==> config.mk <==
export PLATFORM = sky130hd
export DESIGN_NAME = fanout_eager_fork
export DESIGN_NICKNAME = d
export VERILOG_FILES = /design/src/rtl/fanout_pkg.sv /design/src/rtl/fanout_stall_counter.sv /design/src/rtl/fanout_eager_fork.sv
export SDC_FILE = /design/constraint.sdc
export NUM_CORES = 1
export LEC_CHECK = 0
export ABC_AREA = 1
export BUFFER_PORTS_ARGS = -buffer_cell sky130_fd_sc_hd__buf_2
export CORE_ASPECT_RATIO = 1.1
export CORE_MARGIN = 2
export CORE_UTILIZATION = 36
export DETAILED_ROUTE_END_ITERATION = 10
export PLACE_DENSITY = 0.88
export SLEW_MARGIN = 20
export SYNTH_ARGS = -nofsm -noshare
export SYNTH_HDL_FRONTEND = slang
export SYNTH_HIERARCHICAL = 1
export SYNTH_SLANG_ARGS = --single-unit
==> constraint.sdc <==
create_clock -name clk -period 3.2 [get_ports clk]
set_input_delay 0.48 -clock clk [delete_from_list [all_inputs] [get_ports clk]]
set_output_delay 0.48 -clock clk [all_outputs]
set_load 0.01 [all_outputs]
==> src/rtl/fanout_pkg.sv <==
// -----------------------------------------------------------------------------
// fanout_pkg
// Shared definitions for the fanout eager fork and its helpers.
//   NUM_OUT_DEF   : default number of fanout branches
//   DATA_W_DEF    : default stream word width (MSB is the control/done flag)
//   stream_word_t : one stream word at the default width
//   branch_mask_t : one bit per branch at the default branch count
// -----------------------------------------------------------------------------
package fanout_pkg;

    localparam int NUM_OUT_DEF = 6;
    localparam int DATA_W_DEF  = 17;

    typedef logic [DATA_W_DEF-1:0]  stream_word_t;
    typedef logic [NUM_OUT_DEF-1:0] branch_mask_t;

endpackage

==> src/rtl/fanout_stall_counter.sv <==
// -----------------------------------------------------------------------------
// fanout_stall_counter
// Saturating event counter used to measure upstream stall cycles.
// Ports:
//   clk    : clock
//   rst_n  : asynchronous active-low reset (count -> 0)
//   clk_en : update enable; count holds while low
//   clr    : synchronous clear (qualified by clk_en), wins over inc
//   inc    : add one this cycle unless already at the maximum
//   count  : current count, saturates at 2^W-1
// -----------------------------------------------------------------------------
module fanout_stall_counter #(
    parameter int W = 16
) (
    input  logic         clk,
    input  logic         rst_n,
    input  logic         clk_en,
    input  logic         clr,
    input  logic         inc,
    output logic [W-1:0] count
);

    logic [W-1:0] count_reg;
    logic [W-1:0] count_next;

    always_comb begin
        count_next = count_reg;
        if (clr) begin
            count_next = '0;
        end else if (inc && (count_reg != {W{1'b1}})) begin
            count_next = count_reg + 1'b1;
        end
    end

    always_ff @(posedge clk or negedge rst_n) begin
        if (!rst_n) begin
            count_reg <= '0;
        end else if (clk_en) begin
            count_reg <= count_next;
        end
    end

    assign count = count_reg;

endmodule

==> src/rtl/fanout_eager_fork.sv <==
// -----------------------------------------------------------------------------
// fanout_eager_fork
// Eager fork of one upstream stream onto NUM_OUT branches. Each enabled branch
// may accept the current token independently; the upstream sees ready only
// once every enabled branch has taken the token (earlier or this cycle).
// Data and valid are combinational broadcasts: zero-cycle latency.
//
// Optional feature: define FANOUT_FORK_STALL_CNT_EN to build a saturating
// counter of upstream stall cycles (in_valid & ~in_ready). Without it,
// stall_count is tied to zero and no counter flops exist.
//
// Ports:
//   clk, rst_n  : clock, asynchronous active-low reset
//   clk_en      : state update enable (sent mask and stall counter)
//   flush       : synchronous clear of branch tracking and stall count
//   cfg_en      : per-branch enable (quasi-static)
//   in_data/in_valid/in_ready : upstream stream
//   out_data    : branch i on slice [i*DATA_W +: DATA_W]
//   out_valid/out_ready       : per-branch handshake
//   stall_count : saturating upstream stall count
// -----------------------------------------------------------------------------
module fanout_eager_fork
    import fanout_pkg::*;
#(
    parameter int NUM_OUT = NUM_OUT_DEF,
    parameter int DATA_W  = DATA_W_DEF,
    parameter int STALL_W = 16
) (
    input  logic                      clk,
    input  logic                      rst_n,
    input  logic                      clk_en,
    input  logic                      flush,
    input  logic [NUM_OUT-1:0]        cfg_en,
    input  logic [DATA_W-1:0]         in_data,
    input  logic                      in_valid,
    output logic                      in_ready,
    output logic [NUM_OUT*DATA_W-1:0] out_data,
    output logic [NUM_OUT-1:0]        out_valid,
    input  logic [NUM_OUT-1:0]        out_ready,
    output logic [STALL_W-1:0]        stall_count
);

    // sent_reg[i]: branch i already accepted the current token
    logic [NUM_OUT-1:0] sent_reg;
    logic [NUM_OUT-1:0] sent_next;
    logic [NUM_OUT-1:0] take;
    // clear[i]: branch i does not hold back the upstream this cycle
    logic [NUM_OUT-1:0] clear;
    logic               xfer;

    genvar gi;
    generate
        for (gi = 0; gi < NUM_OUT; gi++) begin : g_branch
            assign out_data[gi*DATA_W +: DATA_W] = in_data;
            assign out_valid[gi] = in_valid & cfg_en[gi] & ~sent_reg[gi];
            assign take[gi]      = out_valid[gi] & out_ready[gi];
            assign clear[gi]     = ~cfg_en[gi] | sent_reg[gi] | out_ready[gi];
        end
    endgenerate

    // With every branch disabled, clear is all ones: tokens are dropped.
    assign in_ready = &clear;
    assign xfer     = in_valid & in_ready;

    always_comb begin
        sent_next = sent_reg;
        if (flush || xfer) begin
            sent_next = '0;
        end else begin
            sent_next = sent_reg | take;
        end
    end

    always_ff @(posedge clk or negedge rst_n) begin
        if (!rst_n) begin
            sent_reg <= '0;
        end else if (clk_en) begin
            sent_reg <= sent_next;
        end
    end

`ifdef FANOUT_FORK_STALL_CNT_EN
    fanout_stall_counter #(
        .W (STALL_W)
    ) u_stall_counter (
        .clk    (clk),
        .rst_n  (rst_n),
        .clk_en (clk_en),
        .clr    (flush),
        .inc    (in_valid & ~in_ready),
        .count  (stall_count)
    );
`else
    assign stall_count = '0;
`endif

endmodule

==> reports/results.ini <==
[synth]
synthesis.area_um2 = 1297
ys_seq_area_share_pct = 11.57
syn_area_per_cell_um2 = 7.372
synth_top_area_share_pct = 68.27
synth_area_leader_cell = buf_4
syn_inst = 176
synth.distinct_cells = 16
synth.area.top_cells = buf_4 (68%), dfrtp_1 (12%), inv_1 (3.5%)
yosys_warnings = 6
synth-seq-cells = 6

[placement]
place_area_um2 = 639.4
portBuffers = 23
dp_hpwl_um = 1269
routabilityCongestion = 0.6820
post-place-ws_ns = 1.544

[clocking]
cts_resized = 0
htreeDepth = 1
cts.path.max_buffers = 2
cts_buffers = 3
path_clk_slew_ns = 0.04
postCtsSetupBuffers = 0
clk_latency_ns = 0.24
cts_tree = built
cts_root_buffer = clkbuf_4
clock_sinks = 6
cts_hold_buffers = 0

[timing]
drv_slew = 0
period_share_pct = 51.80
setup_viol = 0
skew_ns = 0.002525
min_period_ns = 1.658
whs_ns = 0.05653
finalWorstSetupSlack_ns = 1.542
finalHoldViolCount = 0
fmax_mhz = 603.3
rsz0062_at_grt = false
tns_ns = 0

[power_and_ir_drop]
p_comb_share_pct = 29.8
switching_power_uw = 73.90
swShare_pct = 32.94
powerDensity_nw_per_um2 = 339.0
peakVddDrop_v = 0.0001706
leakage_uw = 0.0003839
p_seq_share_pct = 39.7
clkPwrFrac_pct = 30.5
intPower_uw = 150.5

[flow_run]
drv_cap = 0

[setup_path]
worst_r2r_endpoint = sent_reg[5]
path_max_fanout = 2
required_ns = 2.72
worstSetupPathType = in -> out
r2r-start = sent_reg[2]
crit_path_start_kind = input pin
critPathArrivalTime_ns = 1.18
rrSetupSlack_ns = 2.09
endpoint_kind = primary output
worstRegToRegCells = 7

[die]
rows = 22
coreArea_um2 = 3386
initial_core_util_pct = 38.32
ios = 159
dieArea_um2 = 4101
die-height_um = 66.97
die_x_um = 61.24

[grt]
grt.overflow.total = 0
grt_pass1_vias = 530
grt_pass1_wl_um = 2332
grt_usage_pct = 7.740
antenna_found_initial = 0
grt_max_degree = 13

[layout]
fillers = 385
diodes = 0
drive_gt1_share_pct = 31.63
final_cell_mix = buf_2 (23), conb_1 (16), inv_1 (12), nand2_1 (9), nor2_1 (7)
final_common_cell = buf_2
largest_reg_flops = 6
final_core_util_pct = 19.55
fin_area_um2 = 661.9
layout-area-overhead-vs-synth_pct = -48.99
finalNetCount = 134

[routing]
ant_nets = 0
first_iter_violations = 10
routedWlPerCell_um = 10.55
drt_pass1_iterations = 3
dr.max_layer_used = met4
wl_met3_um = 242
wl_met2_um = 774
via_per_inst = 3.527
drc = 0
vias = 515
drt-total-wl_um = 1540
wl_met1_um = 440

[hold_path]
min_path_type = in -> async

[outcome]
status = complete, no violations

[cells in the mapped netlist]
cell / n
nor3_1: 1
nand3_1: 3
clkbuf_1: 1
nand2_1: 9
inv_1: 12
nor2_1: 7
a21oi_2: 1
dfrtp_1: 6
buf_4: 118
nor3_4: 2
nand2_2: 1
inv_2: 1
a31oi_1: 6
a21oi_1: 5
conb_1: 1
nand3b_1: 2
[routing by layer]
metal  GRT usage, %  vias up
li1               -      252
met1          6.279      212
met2          12.23       34
met3          3.495       17
met4          9.239        0
met5              0        -
[power by group through the flow]
stage | clock network [uW] | logic (uW) | registers (uW)
final | 68.4 | 66.8 | 89.1
after global routing | 75.9 | 77.0 | 90.1
after CTS | 71.2 | 67.2 | 89.1
after detailed placement | 0 | 66.8 | 90.2
after global placement | 0 | 65.5 | 89.7
after floorplan | 0 | 188 | 89.0
[per-stage QoR]
step	cells	total power, uW
3_5_place_dp	143	157.0
2_1_floorplan	191	277.0
3_3_place_gp	143	155.2
4_1_cts	146	227.5
5_1_grt	146	242.9
6_report	146	224.4
[cell type report]
cell class / count / area (um2) / share of cell area (%)
multi-input combinational: 53 / 265.3 / 40.08
sequential: 6 / 150.1 / 22.68
timing repair buffer: 23 / 115.1 / 17.39
tap: 48 / 60.06 / 9.074
inverter: 13 / 48.80 / 7.372
clock buffer: 3 / 22.52 / 3.403
[cells by family after synthesis]
family | after synthesis | share of synthesized area (%)
simple gates | 25 | 10.32
other cells | 1 | 0.2890
flops | 6 | 11.57
buf+inv | 132 | 72.32
compound gates | 12 | 5.497
[critical path, stage by stage]
cell     delay (ns)
buf_2          0.10
inv_1          0.10
nor2_1         0.05
nand2_1        0.06
nand2_1        0.07
nor3_1         0.16
buf_2          0.17
[worst max-delay path by stage]
stage                            from       end  slack [ns]  cells past startpoint
after floorplan             cfg_en[2]  in_ready        1.74                      5
after global placement      cfg_en[3]  in_ready        1.55                      7
after detailed placement    cfg_en[2]  in_ready        1.54                      7
after CTS                   cfg_en[2]  in_ready        1.53                      7
after global routing      sent_reg[4]  in_ready        1.43                      5
final                       cfg_en[2]  in_ready        1.54                      7
Power figures use the tool's default switching activity.
